[src/rtl/dac_frame_sched_pkg.sv]
// Shared constants and channel encoding for the DAC frame scheduler.
package dac_frame_sched_pkg;

  localparam int DAC_DW        = 8;
  localparam int DAC_FRAME_LEN = 16;

  typedef enum logic {
    CH_A = 1'b0,
    CH_B = 1'b1
  } ch_e;

endpackage

[src/rtl/dac_frame_sched_chan_buf.sv]
// One-entry sample buffer per channel with repeat-last fallback and sticky underrun.
module dac_frame_sched_chan_buf #(
  parameter int DW = 8
) (
  input  logic          clk_4M,
  input  logic          rst_n,
  input  logic          clr,
  input  logic          push_valid,
  input  logic [DW-1:0] push_data,
  output logic          push_ready,
  input  logic          consume,
  output logic [DW-1:0] out_data,
  output logic          underrun
);

  logic          full;
  logic          accept;
  logic [DW-1:0] hold;
  logic [DW-1:0] last;

  // A consume frees the slot this same cycle, so a push can land without a bubble.
  assign push_ready = ~full | consume;
  assign accept     = push_valid & push_ready;
  assign out_data   = full ? hold : last;

  always_ff @(posedge clk_4M or negedge rst_n) begin
    if (!rst_n) begin
      full     <= 1'b0;
      hold     <= '0;
      last     <= '0;
      underrun <= 1'b0;
    end else begin
      if (consume && full) begin
        last <= hold;
      end

      if (accept) begin
        hold <= push_data;
        full <= 1'b1;
      end else if (consume) begin
        full <= 1'b0;
      end

      // A fresh underrun outranks a clear in the same cycle.
      if (consume && !full) begin
        underrun <= 1'b1;
      end else if (clr) begin
        underrun <= 1'b0;
      end
    end
  end

endmodule

[src/rtl/dac_frame_sched.sv]
// Frame strobe generator and A/B sample scheduler feeding the DACif serializer.
module dac_frame_sched
  import dac_frame_sched_pkg::*;
#(
  parameter int DW        = DAC_DW,
  parameter int FRAME_LEN = DAC_FRAME_LEN,
  parameter int CNT_W     = $clog2(FRAME_LEN)
) (
  input  logic          clk_4M,
  input  logic          rst_n,
  input  logic          enable,
  input  logic          clr_status,
  input  logic [DW-1:0] cha_data,
  input  logic          cha_valid,
  output logic          cha_ready,
  input  logic [DW-1:0] chb_data,
  input  logic          chb_valid,
  output logic          chb_ready,
  output logic [DW-1:0] din,
  output logic          a,
  output logic          dac_scen,
  output logic          frame_start,
  output logic          underrun_a,
  output logic          underrun_b
);

  logic [CNT_W-1:0] cnt;
  logic [CNT_W-1:0] cnt_next;
  logic             boundary;
  logic             consume_a;
  logic             consume_b;
  logic [DW-1:0]    a_out;
  logic [DW-1:0]    b_out;
  ch_e              ptr;

  assign boundary  = enable && (cnt == CNT_W'(FRAME_LEN - 1));
  assign cnt_next  = enable ? cnt + CNT_W'(1) : '0;
  assign consume_a = boundary && (ptr == CH_A);
  assign consume_b = boundary && (ptr == CH_B);

  dac_frame_sched_chan_buf #(.DW(DW)) u_buf_a (
    .clk_4M     (clk_4M),
    .rst_n      (rst_n),
    .clr        (clr_status),
    .push_valid (cha_valid),
    .push_data  (cha_data),
    .push_ready (cha_ready),
    .consume    (consume_a),
    .out_data   (a_out),
    .underrun   (underrun_a)
  );

  dac_frame_sched_chan_buf #(.DW(DW)) u_buf_b (
    .clk_4M     (clk_4M),
    .rst_n      (rst_n),
    .clr        (clr_status),
    .push_valid (chb_valid),
    .push_data  (chb_data),
    .push_ready (chb_ready),
    .consume    (consume_b),
    .out_data   (b_out),
    .underrun   (underrun_b)
  );

  // Strobe is high for the second half of each frame; din/a change only at the
  // wrap, a half frame before the rising edge where DACif samples them.
  always_ff @(posedge clk_4M or negedge rst_n) begin
    if (!rst_n) begin
      cnt         <= '0;
      dac_scen    <= 1'b0;
      frame_start <= 1'b0;
      ptr         <= CH_A;
      din         <= '0;
      a           <= 1'b0;
    end else begin
      cnt         <= cnt_next;
      dac_scen    <= enable && (cnt_next >= CNT_W'(FRAME_LEN / 2));
      frame_start <= boundary;
      if (boundary) begin
        ptr <= (ptr == CH_A) ? CH_B : CH_A;
        din <= (ptr == CH_A) ? a_out : b_out;
        a   <= (ptr == CH_B);
      end
    end
  end

endmodule

[config.mk]
export PLATFORM = sky130hd
export DESIGN_NAME = dac_frame_sched
export DESIGN_NICKNAME = d
export VERILOG_FILES = /design/src/rtl/dac_frame_sched_pkg.sv /design/src/rtl/dac_frame_sched_chan_buf.sv /design/src/rtl/dac_frame_sched.sv
export SDC_FILE = /design/constraint.sdc
export NUM_CORES = 1
export LEC_CHECK = 0
export ABC_AREA = 1
export CELL_PAD_IN_SITES_DETAIL_PLACEMENT = 0
export CELL_PAD_IN_SITES_GLOBAL_PLACEMENT = 1
export CORE_ASPECT_RATIO = 2
export CORE_UTILIZATION = 43
export DETAILED_ROUTE_END_ITERATION = 7
export GPL_TIMING_DRIVEN = 0
export HOLD_SLACK_MARGIN = 0.08
export PLACE_DENSITY = 0.84
export SETUP_SLACK_MARGIN = 0.2
export SYNTH_ARGS = -nofsm -noshare
export SYNTH_HDL_FRONTEND = slang
export SYNTH_SLANG_ARGS = --single-unit
[constraint.sdc]
create_clock -name clk_4M -period 3.75 [get_ports clk_4M]
set_clock_uncertainty 0.2 [all_clocks]
set_input_delay 0.75 -clock clk_4M [delete_from_list [all_inputs] [get_ports clk_4M]]
set_output_delay 0.75 -clock clk_4M [all_outputs]
set_load 0.03 [all_outputs]
==> impl_metrics.csv <==
group,metric,value,unit
floorplan,start_util,0.451,
yosys,synth_top_cell_by_area,"dfrtp_1",
yosys,seq_area_frac_synth,0.551,
routing,antenna_left,0,
pwr,p_per_area,412,nW/um2
cts,cts.sinks,52,
worst_setup_path,slowest_stage,"clkdlybuf4s50_1",
routing,via_count,1838,
sta,setup_viol,0,
placement,dpl.hpwl,3700,um
job,max_cap_violations,0,
worst_setup_path,cp_common_cell,"nand2_2",
cts,root_buffer,"clkbuf_8",
worst_setup_path,crit_family,"buffers and inverters",
floorplan,num_rows,37,
routing,routed_wl,4920,um
sta,rsz0062_at_grt,"false",
sta,slew_viol_final,0,
cts,htreeDepth,2,
cts,cts_tree,"built",
yosys,synth.area.top_cells,"dfrtp_1 (55%), nand2_1 (19%), o21ai_0 (6.1%)",
routing,routed_via_density,4.88,
yosys,synth_area,2360,um2
global_route,first_global_vias,1864,
floorplan,core,5230,um2
final_layout,nNetsFinal,342,
global_route,grt_pass1_wl,8630,um
pwr,leakage,1.55,nW
global_route,grt_overflow,0,
global_route,gr-usage-met2,0.355,
yosys,yosysTopAreaCellShare,0.551,
worst_setup_path,cp_max_fo,10,
worst_setup_path,critPathLaunchType,"input pin",
sta,hold_violations,0,
worst_setup_path,rr_worst_depth,7,
floorplan,die_w,54.4,um
worst_setup_path,max_stage_delay,0.54,ns
global_route,use_met1,0.234,
sta,fmax,0.320,GHz
cts,cts_setup_buffers,0,
routing,firstDrtPassIters,5,
yosys,synth_nets,300,
placement,routabilityCongestion,0.782,
global_route,met3_usage,0.0326,
yosys,ys_seq_elements,52,
routing,first_iter_violations,26,
placement,port_buffers,34,
sta,fin_crit_sh,0.833,
final_layout,stdcell_area,2870,um2
status,run_status,"finished, final reports clean",
global_route,top_usage_layer,"met2",
worst_setup_path,r2r_slack,2.08,ns
routing,drc,0,
worst_setup_path,cp.arrival,2.17,ns
global_route,antenna_found_initial,0,
floorplan,io_pins,37,
cts,numCtsBuffers,5,
yosys,synthArstFlopShare,1.00,
worst_setup_path,path_class,"in2out",
worst_setup_path,regToRegStartpoint,"cnt[0]$_DFF_PN0_",
final_layout,num_antenna_cells,0,
final_layout,fillerInstances,521,
routing,wl_per_cell,13.0,um
global_route,grt_max_degree,30,
yosys,synthFlopType,"dfrtp_1",
worst_setup_path,path_cells,"clkdlybuf4s50_1 -> nand2_2 -> nor2_8 -> nand2_4 -> nand2_2 -> buf_6 -> dlymetal6s2s_1",
worst_setup_path,worstReg2RegEnd,"u_buf_b.last[1]$_DFFE_PN0P_",
sta,max_slew_margin,0.626,
sta,fin_crit,3.12,ns
cts,clkSlewWorstSetupHoldPaths,0.09,ns
final_layout,drive_gt1_frac,0.110,
yosys,post_synth.cell_area_avg,8.52,um2
yosys,synth_cell_types,18,
yosys,synth_most_common_cell,"nand2_1",
worst_setup_path,cp.required,2.80,ns
sta,worst_pin_slew,0.562,ns
final_layout,area_delta_synth_final,21.6,%
yosys,synth_cells,277,
yosys,ys_warn_count,0,
placement,placed_cell_area,2790,um2
floorplan,die_y,107,um
cts,clock_path_buffers,2,
global_route,track_usage,0.205,
yosys,yosys-top-cells-count,"nand2_1 (119), dfrtp_1 (52), o21ai_0 (29)",
sta,whs,0.231,ns
min_path,hold_class,"in2async",
worst_setup_path,cp-end-kind,"output pin",
pwr,ir_drop,0.325,mV
cts,clock_latency,0.30,ns
yosys,synth-edff-count,0,
floorplan,fp.dieArea,5810,um2
worst_setup_path,path_buf_inv,3,
sta,finalSetupTns,0,ns
[routing by layer]
metal  part of all wire  vias up  wire length, um
met1               0.39      856             1940
met5                  0        -                0
met2               0.56       32             2730
met4              0.027        0              135
li1                   -      939                -
met3              0.023       11              112
[worst register-to-register path: stages, from the launching register on]
cell	delay, ns
dfrtp_1	0.38
ha_1	0.19
nand2_2	0.10
nor2_8	0.17
nand2_4	0.10
nor2_8	0.15
buf_6	0.17
o21ai_0	0.09
[cells in the final DEF, fill, tap and decap left out, drive strengths merged]
cell type and instances:
nand2 127, dfrtp 52, o21ai 33, clkdlybuf4s50 31, inv 25, nand3 17
buf 12, clkbuf 8, nor2 7, o22ai 2, dlymetal6s2s 2, xor2 1
ha 1, clkinv 1
[per-stage QoR]
step / cells / util / total power, W / setup slack, ns
floorplan: 277 / - / 0.000807 / 1.54
global placement: 369 / 0.530 / 0.000892 / 0.160
detailed placement: 370 / 0.533 / 0.000898 / 0.237
CTS: 377 / 0.548 / 0.00120 / 0.227
global route: 377 / 0.549 / 0.00127 / 0.550
finish: 377 / 0.549 / 0.00118 / 0.627
[repair_timing]
item	in CTS	in global routing
setup endpoints to repair	0	2
hold buffers	0	0
resized for setup	0	2
[cells by family after synthesis]
group                    count (synthesis)  synth area share
AO/OA/AOI/OAI                           35            0.0816
XOR/XNOR                                 1           0.00371
adder cells (fa/ha/maj)                  1           0.00530
buffers and inverters                   37            0.0758
flip-flops                              52             0.551
AND/OR/NAND/NOR                        151             0.282
[registers in the layout, indices dropped and copies added, names as in the netlist]
signal            flops
din                   8
u_buf_a.hold          8
u_buf_a.last          8
u_buf_b.hold          8
u_buf_b.last          8
cnt                   4
a                     1
dac_scen              1
frame_start           1
ptr                   1
u_buf_a.full          1
u_buf_a.underrun      1
u_buf_b.full          1
u_buf_b.underrun      1
[report_power, final]
group | leakage (nW) | internal, W | switching (W)
Combinational | 0.905 | 0.0000872 | 0.000122
Sequential | 0.608 | 0.000622 | 0.0000522
Clock | 0.0410 | 0.000127 | 0.000173
Total | 1.55 | 0.000836 | 0.000347
[cell type report]
type,count,area (um2),share of cell area
tap,58,72.6,0.0253
clock buffer,6,72.6,0.0253
clock inverter,1,5.00,0.00174
sequential,52,1300,0.453
multi-input combinational,188,881,0.307
buffer,12,85.1,0.0296
timing repair buffer,35,360,0.125
inverter,25,93.8,0.0327
[worst max-delay path by stage]
stage | startpoint | endpoint | slack, ns | cells past startpoint
global placement | rst_n | u_buf_b.hold[7]$_DFFE_PN0P_ | 0.16 | 1
finish | enable | cha_ready | 0.63 | 7
global route | enable | chb_ready | 0.55 | 7
CTS | enable | cha_ready | 0.23 | 7
floorplan | enable | chb_ready | 1.54 | 5
detailed placement | enable | cha_ready | 0.24 | 7
Power figures use the tool's default switching activity.
